[src/rtl/mux_l2_pkg.sv]
// Shared parameters and lane identifiers for the L2 two-lane round-robin arbiter.
package mux_l2_pkg;

  localparam int unsigned DATA_W = 8;
  localparam int unsigned DEPTH  = 4;
  localparam int unsigned PTR_W  = $clog2(DEPTH);

  localparam logic LANE0 = 1'b0;
  localparam logic LANE1 = 1'b1;

endpackage

[src/rtl/lane_fifo.sv]
// Per-lane synchronous FIFO: power-of-two depth, pointers wrap naturally, count 0..Depth.
module lane_fifo #(
  parameter int unsigned DataW = 8,
  parameter int unsigned Depth = 4
) (
  input  logic             clk_i,
  input  logic             rst_i,
  input  logic             push_i,
  input  logic [DataW-1:0] wdata_i,
  input  logic             pop_i,
  output logic [DataW-1:0] rdata_o,
  output logic             full_o,
  output logic             empty_o
);

  localparam int unsigned PtrW = $clog2(Depth);
  localparam logic [PtrW:0] FullCnt = (PtrW + 1)'(Depth);

  logic [DataW-1:0] mem_q [Depth];
  logic [PtrW-1:0]  wr_ptr_q, wr_ptr_d;
  logic [PtrW-1:0]  rd_ptr_q, rd_ptr_d;
  logic [PtrW:0]    count_q, count_d;
  logic             do_push, do_pop;

  assign full_o  = (count_q == FullCnt);
  assign empty_o = (count_q == '0);
  assign rdata_o = mem_q[rd_ptr_q];

  // Full blocks a push even when a pop happens in the same cycle.
  assign do_push = push_i && !full_o && !rst_i;
  assign do_pop  = pop_i && !empty_o;

  always_comb begin
    wr_ptr_d = wr_ptr_q;
    rd_ptr_d = rd_ptr_q;
    count_d  = count_q;
    if (do_push) begin
      wr_ptr_d = wr_ptr_q + 1'b1;
    end
    if (do_pop) begin
      rd_ptr_d = rd_ptr_q + 1'b1;
    end
    case ({do_push, do_pop})
      2'b10:   count_d = count_q + 1'b1;
      2'b01:   count_d = count_q - 1'b1;
      default: count_d = count_q;
    endcase
  end

  always_ff @(posedge clk_i) begin
    if (rst_i) begin
      wr_ptr_q <= '0;
      rd_ptr_q <= '0;
      count_q  <= '0;
    end else begin
      wr_ptr_q <= wr_ptr_d;
      rd_ptr_q <= rd_ptr_d;
      count_q  <= count_d;
    end
  end

  always_ff @(posedge clk_i) begin
    if (do_push) begin
      mem_q[wr_ptr_q] <= wdata_i;
    end
  end

endmodule

[src/rtl/mux_l2_rr_arbiter.sv]
// Two-lane round-robin arbiter feeding the L2 2-to-1 mux: lane FIFOs, grant logic and a
// registered valid/ready output stage carrying the mux selector.
module mux_l2_rr_arbiter #(
  parameter int unsigned DATA_W = mux_l2_pkg::DATA_W,
  parameter int unsigned DEPTH  = mux_l2_pkg::DEPTH
) (
  input  logic              clk,
  input  logic              reset,
  input  logic [DATA_W-1:0] in0,
  input  logic              valid_bit0,
  output logic              ready0,
  input  logic [DATA_W-1:0] in1,
  input  logic              valid_bit1,
  output logic              ready1,
  output logic [DATA_W-1:0] data_out,
  output logic              valid_out,
  input  logic              ready_out,
  output logic              selector
);

  import mux_l2_pkg::*;

  logic [DATA_W-1:0] rdata0, rdata1;
  logic              full0, full1, empty0, empty1;
  logic              push0, push1, pop0, pop1;

  logic [DATA_W-1:0] data_out_q, data_out_d;
  logic              valid_out_q, valid_out_d;
  logic              selector_q, selector_d;
  logic              last_grant_q, last_grant_d;
  logic              grant;

  assign ready0 = !full0 && !reset;
  assign ready1 = !full1 && !reset;
  assign push0  = valid_bit0 && ready0;
  assign push1  = valid_bit1 && ready1;

  lane_fifo #(
    .DataW(DATA_W),
    .Depth(DEPTH)
  ) u_fifo0 (
    .clk_i  (clk),
    .rst_i  (reset),
    .push_i (push0),
    .wdata_i(in0),
    .pop_i  (pop0),
    .rdata_o(rdata0),
    .full_o (full0),
    .empty_o(empty0)
  );

  lane_fifo #(
    .DataW(DATA_W),
    .Depth(DEPTH)
  ) u_fifo1 (
    .clk_i  (clk),
    .rst_i  (reset),
    .push_i (push1),
    .wdata_i(in1),
    .pop_i  (pop1),
    .rdata_o(rdata1),
    .full_o (full1),
    .empty_o(empty1)
  );

  always_comb begin
    data_out_d   = data_out_q;
    valid_out_d  = valid_out_q;
    selector_d   = selector_q;
    last_grant_d = last_grant_q;
    pop0         = 1'b0;
    pop1         = 1'b0;
    grant        = LANE0;

    // Output stage loads when empty or being drained this cycle.
    if (!valid_out_q || ready_out) begin
      if (!empty0 && !empty1) begin
        grant = ~last_grant_q;
      end else if (!empty0) begin
        grant = LANE0;
      end else begin
        grant = LANE1;
      end

      if (empty0 && empty1) begin
        valid_out_d = 1'b0;
      end else begin
        valid_out_d  = 1'b1;
        selector_d   = grant;
        last_grant_d = grant;
        if (grant == LANE0) begin
          data_out_d = rdata0;
          pop0       = 1'b1;
        end else begin
          data_out_d = rdata1;
          pop1       = 1'b1;
        end
      end
    end
  end

  always_ff @(posedge clk) begin
    if (reset) begin
      data_out_q   <= '0;
      valid_out_q  <= 1'b0;
      selector_q   <= LANE0;
      last_grant_q <= LANE1;
    end else begin
      data_out_q   <= data_out_d;
      valid_out_q  <= valid_out_d;
      selector_q   <= selector_d;
      last_grant_q <= last_grant_d;
    end
  end

  assign data_out  = data_out_q;
  assign valid_out = valid_out_q;
  assign selector  = selector_q;

endmodule

[config.mk]
export PLATFORM = sky130hd
export DESIGN_NAME = mux_l2_rr_arbiter
export DESIGN_NICKNAME = d
export VERILOG_FILES = /design/src/rtl/mux_l2_pkg.sv /design/src/rtl/lane_fifo.sv /design/src/rtl/mux_l2_rr_arbiter.sv
export SDC_FILE = /design/constraint.sdc
export NUM_CORES = 1
export LEC_CHECK = 0
export ABC_AREA = 1
export BUFFER_PORTS_ARGS = -buffer_cell sky130_fd_sc_hd__buf_2
export CORE_ASPECT_RATIO = 0.8
export CORE_UTILIZATION = 42
export DETAILED_ROUTE_END_ITERATION = 12
export GPL_TIMING_DRIVEN = 0
export RECOVER_POWER = 50
export SETUP_SLACK_MARGIN = 0.15
export SLEW_MARGIN = 20
export SYNTH_ARGS = -nofsm -noshare
export SYNTH_HDL_FRONTEND = slang
export SYNTH_HIERARCHICAL = 1
export SYNTH_SLANG_ARGS = --single-unit
[constraint.sdc]
create_clock -name clk -period 3.6 [get_ports clk]
set_input_delay 0.72 -clock clk [delete_from_list [all_inputs] [get_ports clk]]
set_output_delay 0.72 -clock clk [all_outputs]
set_load 0.03 [all_outputs]
==> results_dict.tcl <==
set metrics [dict create \
    outcome "finished, final reports clean" \
    placed_cells 535 \
    syn_inst 388 \
    reg2reg_from "u_fifo1/count_q[1]" \
    htree_levels 3 \
    place_hpwl_mm 5.40 \
    crit_fanout 13 \
    tightest_slew_ns 0.865 \
    dieArea_um2 9880 \
    setup_tns_ns 0 \
    cp_common_cell "buf_2" \
    fin_skew_ns 0.00698 \
    antenna_cells 0 \
    grt_setup_unrepaired "false" \
    cp.arrival_ns 2.59 \
    required_ns 3.56 \
    r2r_setup_slack_ns 1.08 \
    final_cell_mix "edfxtp_1, inv_1, nor2_1" \
    num_rows 31 \
    clockPowerShare_pct 29.9 \
    clk-insertion-delay-late_ns 0.33 \
    die_w_um 111 \
    min_period_over_period_pct 73.2 \
    post_drt_wl_per_cell_um 14.1 \
    first_pass_iters 6 \
    initial_core_util_pct 43.7 \
    grt_pass1_wl_mm 12.8 \
    seq_power_share_pct 40.2 \
    num_io_pins 33 \
    layout-drive-gt1-share_pct 10.1 \
    path_delay_family "simple AND/OR/NAND/NOR gates" \
    grt_pass1_vias 2605 \
    maxSlewHeadroom_pct 42.1 \
    drt_iter0_drc 108 \
    fin_nets 464 \
    power.internal_w 0.00217 \
    final_cells 551 \
    endpoint_kind "flop" \
    rr_worst_depth 19 \
    ant_nets 0 \
    avgSynthCellArea_um2 10.3 \
    cts_root_buf "clkbuf_16" \
    swShare_pct 34.7 \
    hold_viol_final 0 \
    via_count 2683 \
    ys_seq_area_share_pct 62.8 \
    fmax_ghz 0.379 \
    setup_viol 0 \
    critPathLaunchType "input port" \
    syn_nets 421 \
    p_comb_share_pct 29.9 \
    hold_path_startpoint "selector" \
    antenna_found_initial 0 \
    layout_commonest_cell "edfxtp_1" \
    grt_max_degree 17 \
    ir_worst_vdd_uv 345 \
    track_usage_pct 17.0 \
    post-cts-setup-buffers 0 \
    period_needed_ns 2.64 \
    overflow 0 \
    power.switching_w 0.00115 \
    cp_slowest_cell "nor2_1" \
    cts_tree "done" \
    hold_path.class "flop to flop" \
    max_cap_violations 0 \
    slew_viol_final 0 \
    worstPathCellList "buf_2 -> buf_2 -> nor3b_1 -> nand3_1 -> nor2_1" \
    drc 0 \
    cts_resized 0 \
    min_to "selector" \
    die_h_um 89.1 \
    numCtsBuffers 9 \
    leakage_nw 1.82 \
    worst-path-buf-inv 2 \
    clkSinkCount 93 \
    synth_seq_cells 93 \
    syn_area_um2 3980 \
    port_buffers 32 \
    cts_hold_buf 0 \
    vias_per_cell 4.87 \
    area_growth_pct 14.6 \
    place_congestion 0.797 \
    critPathMaxStageDelay_ns 0.71 \
    crit_type "input port to flop" \
    core_region_area_um2 9110 \
    whs_path_depth 2 \
    yosysUniqueCellTypes 22 \
    power.density_nw_per_um2 728 \
    r2r_end "u_fifo1/count_q[2]" \
    synth_warnings 6 \
    cts.clk_slew.worst_paths_ns 0.06 \
    wl_mm 7.77 \
    cts_max_path_buffers 2 \
]
==> registers in the layout, indices dropped and copies added (netlist names), named ones only <==
register,flops
data_out,8
u_fifo0/count_q,3
u_fifo1/count_q,3
u_fifo0/rd_ptr_q,2
u_fifo1/rd_ptr_q,2
u_fifo0/wr_ptr_q,2
valid_out,1
selector,1
u_fifo0/mem_q,32
last_grant_q,1
u_fifo1/mem_q,32
u_fifo1/wr_ptr_q,2
==> routing by layer <==
layer	vias to the layer above	GRT usage, %	wire (um)
met5	-	0	0
met2	51	27.7	3470
li1	1380	-	-
met1	1250	22.9	3990
met3	2	4.27	266
met4	0	5.09	51
==> worst max path at each step <==
stage / slack, ns / from / depth (start not counted) / end
after floorplan: 1.27 / reset / 7 / u_fifo1/count_q[1]
final: 0.96 / reset / 5 / u_fifo1/mem_q[3][3]
after detailed placement: 0.55 / reset / 5 / u_fifo1/mem_q[3][6]
after global placement: 0.59 / reset / 5 / u_fifo1/mem_q[0][0]
after CTS: 0.91 / reset / 5 / u_fifo1/mem_q[3][3]
after global routing: 0.71 / reset / 13 / u_fifo1/count_q[2]
==> cells in the mapped netlist (all sizes together) <==
library cell | instances | area [um^2]
o22ai | 16 | 100
fa | 2 | 40.0
buf | 6 | 61.3
nand3 | 27 | 135
nand2 | 56 | 225
edfxtp | 64 | 1920
o21ai | 37 | 223
nor3b | 2 | 15.0
a21oi | 19 | 98.9
inv | 62 | 233
nor2 | 58 | 225
ha | 10 | 125
dfxtp | 29 | 581
==> power by group through the flow <==
stage                     registers (W)  clock network, W  logic, W
after global routing            0.00135           0.00106   0.00113
final                           0.00133          0.000994  0.000993
after CTS                       0.00134           0.00102   0.00104
after detailed placement        0.00136                 0   0.00104
after floorplan                 0.00142                 0  0.000715
after global placement          0.00136                 0   0.00102
==> cells by family after synthesis <==
group / count (synthesis) / share of synthesized area (%)
compound gates: 72 / 10.6
fa+ha+maj: 12 / 4.15
buf+inv: 68 / 7.38
flops: 93 / 62.8
simple gates: 143 / 15.1
==> stage by stage <==
step	hold slack [ns]	util [%]	instance area, um^2	power (W)	worst slack, ns
finish	0.500	50.1	4570	0.00332	0.965
global route	0.518	50.1	4570	0.00354	0.714
CTS	0.507	50.6	4610	0.00340	0.907
detailed placement	0.497	47.0	4290	0.00240	0.550
global placement	0.488	47.0	4290	0.00237	0.590
floorplan	0.459	-	3980	0.00213	1.27
==> worst register-to-register path, delay by kind of cell, from the launching register on <==
| kind | cells | cell delay, ns |
|---|---|---|
| simple gates | 11 | 0.88 |
| buf+inv | 6 | 0.64 |
| fa+ha+maj | 2 | 0.56 |
| flops | 1 | 0.35 |
==> final cells by class <==
type	instances	area (um^2)
inverters	62	233
fillers	820	4550
multi-input cells	227	1180
clock inverters	7	96.3
flip-flops and latches	93	2500
clock buffers	9	225
plain buffers	6	53.8
repair buffers	32	129
well taps	115	144
(Power assumes the default switching activity.)
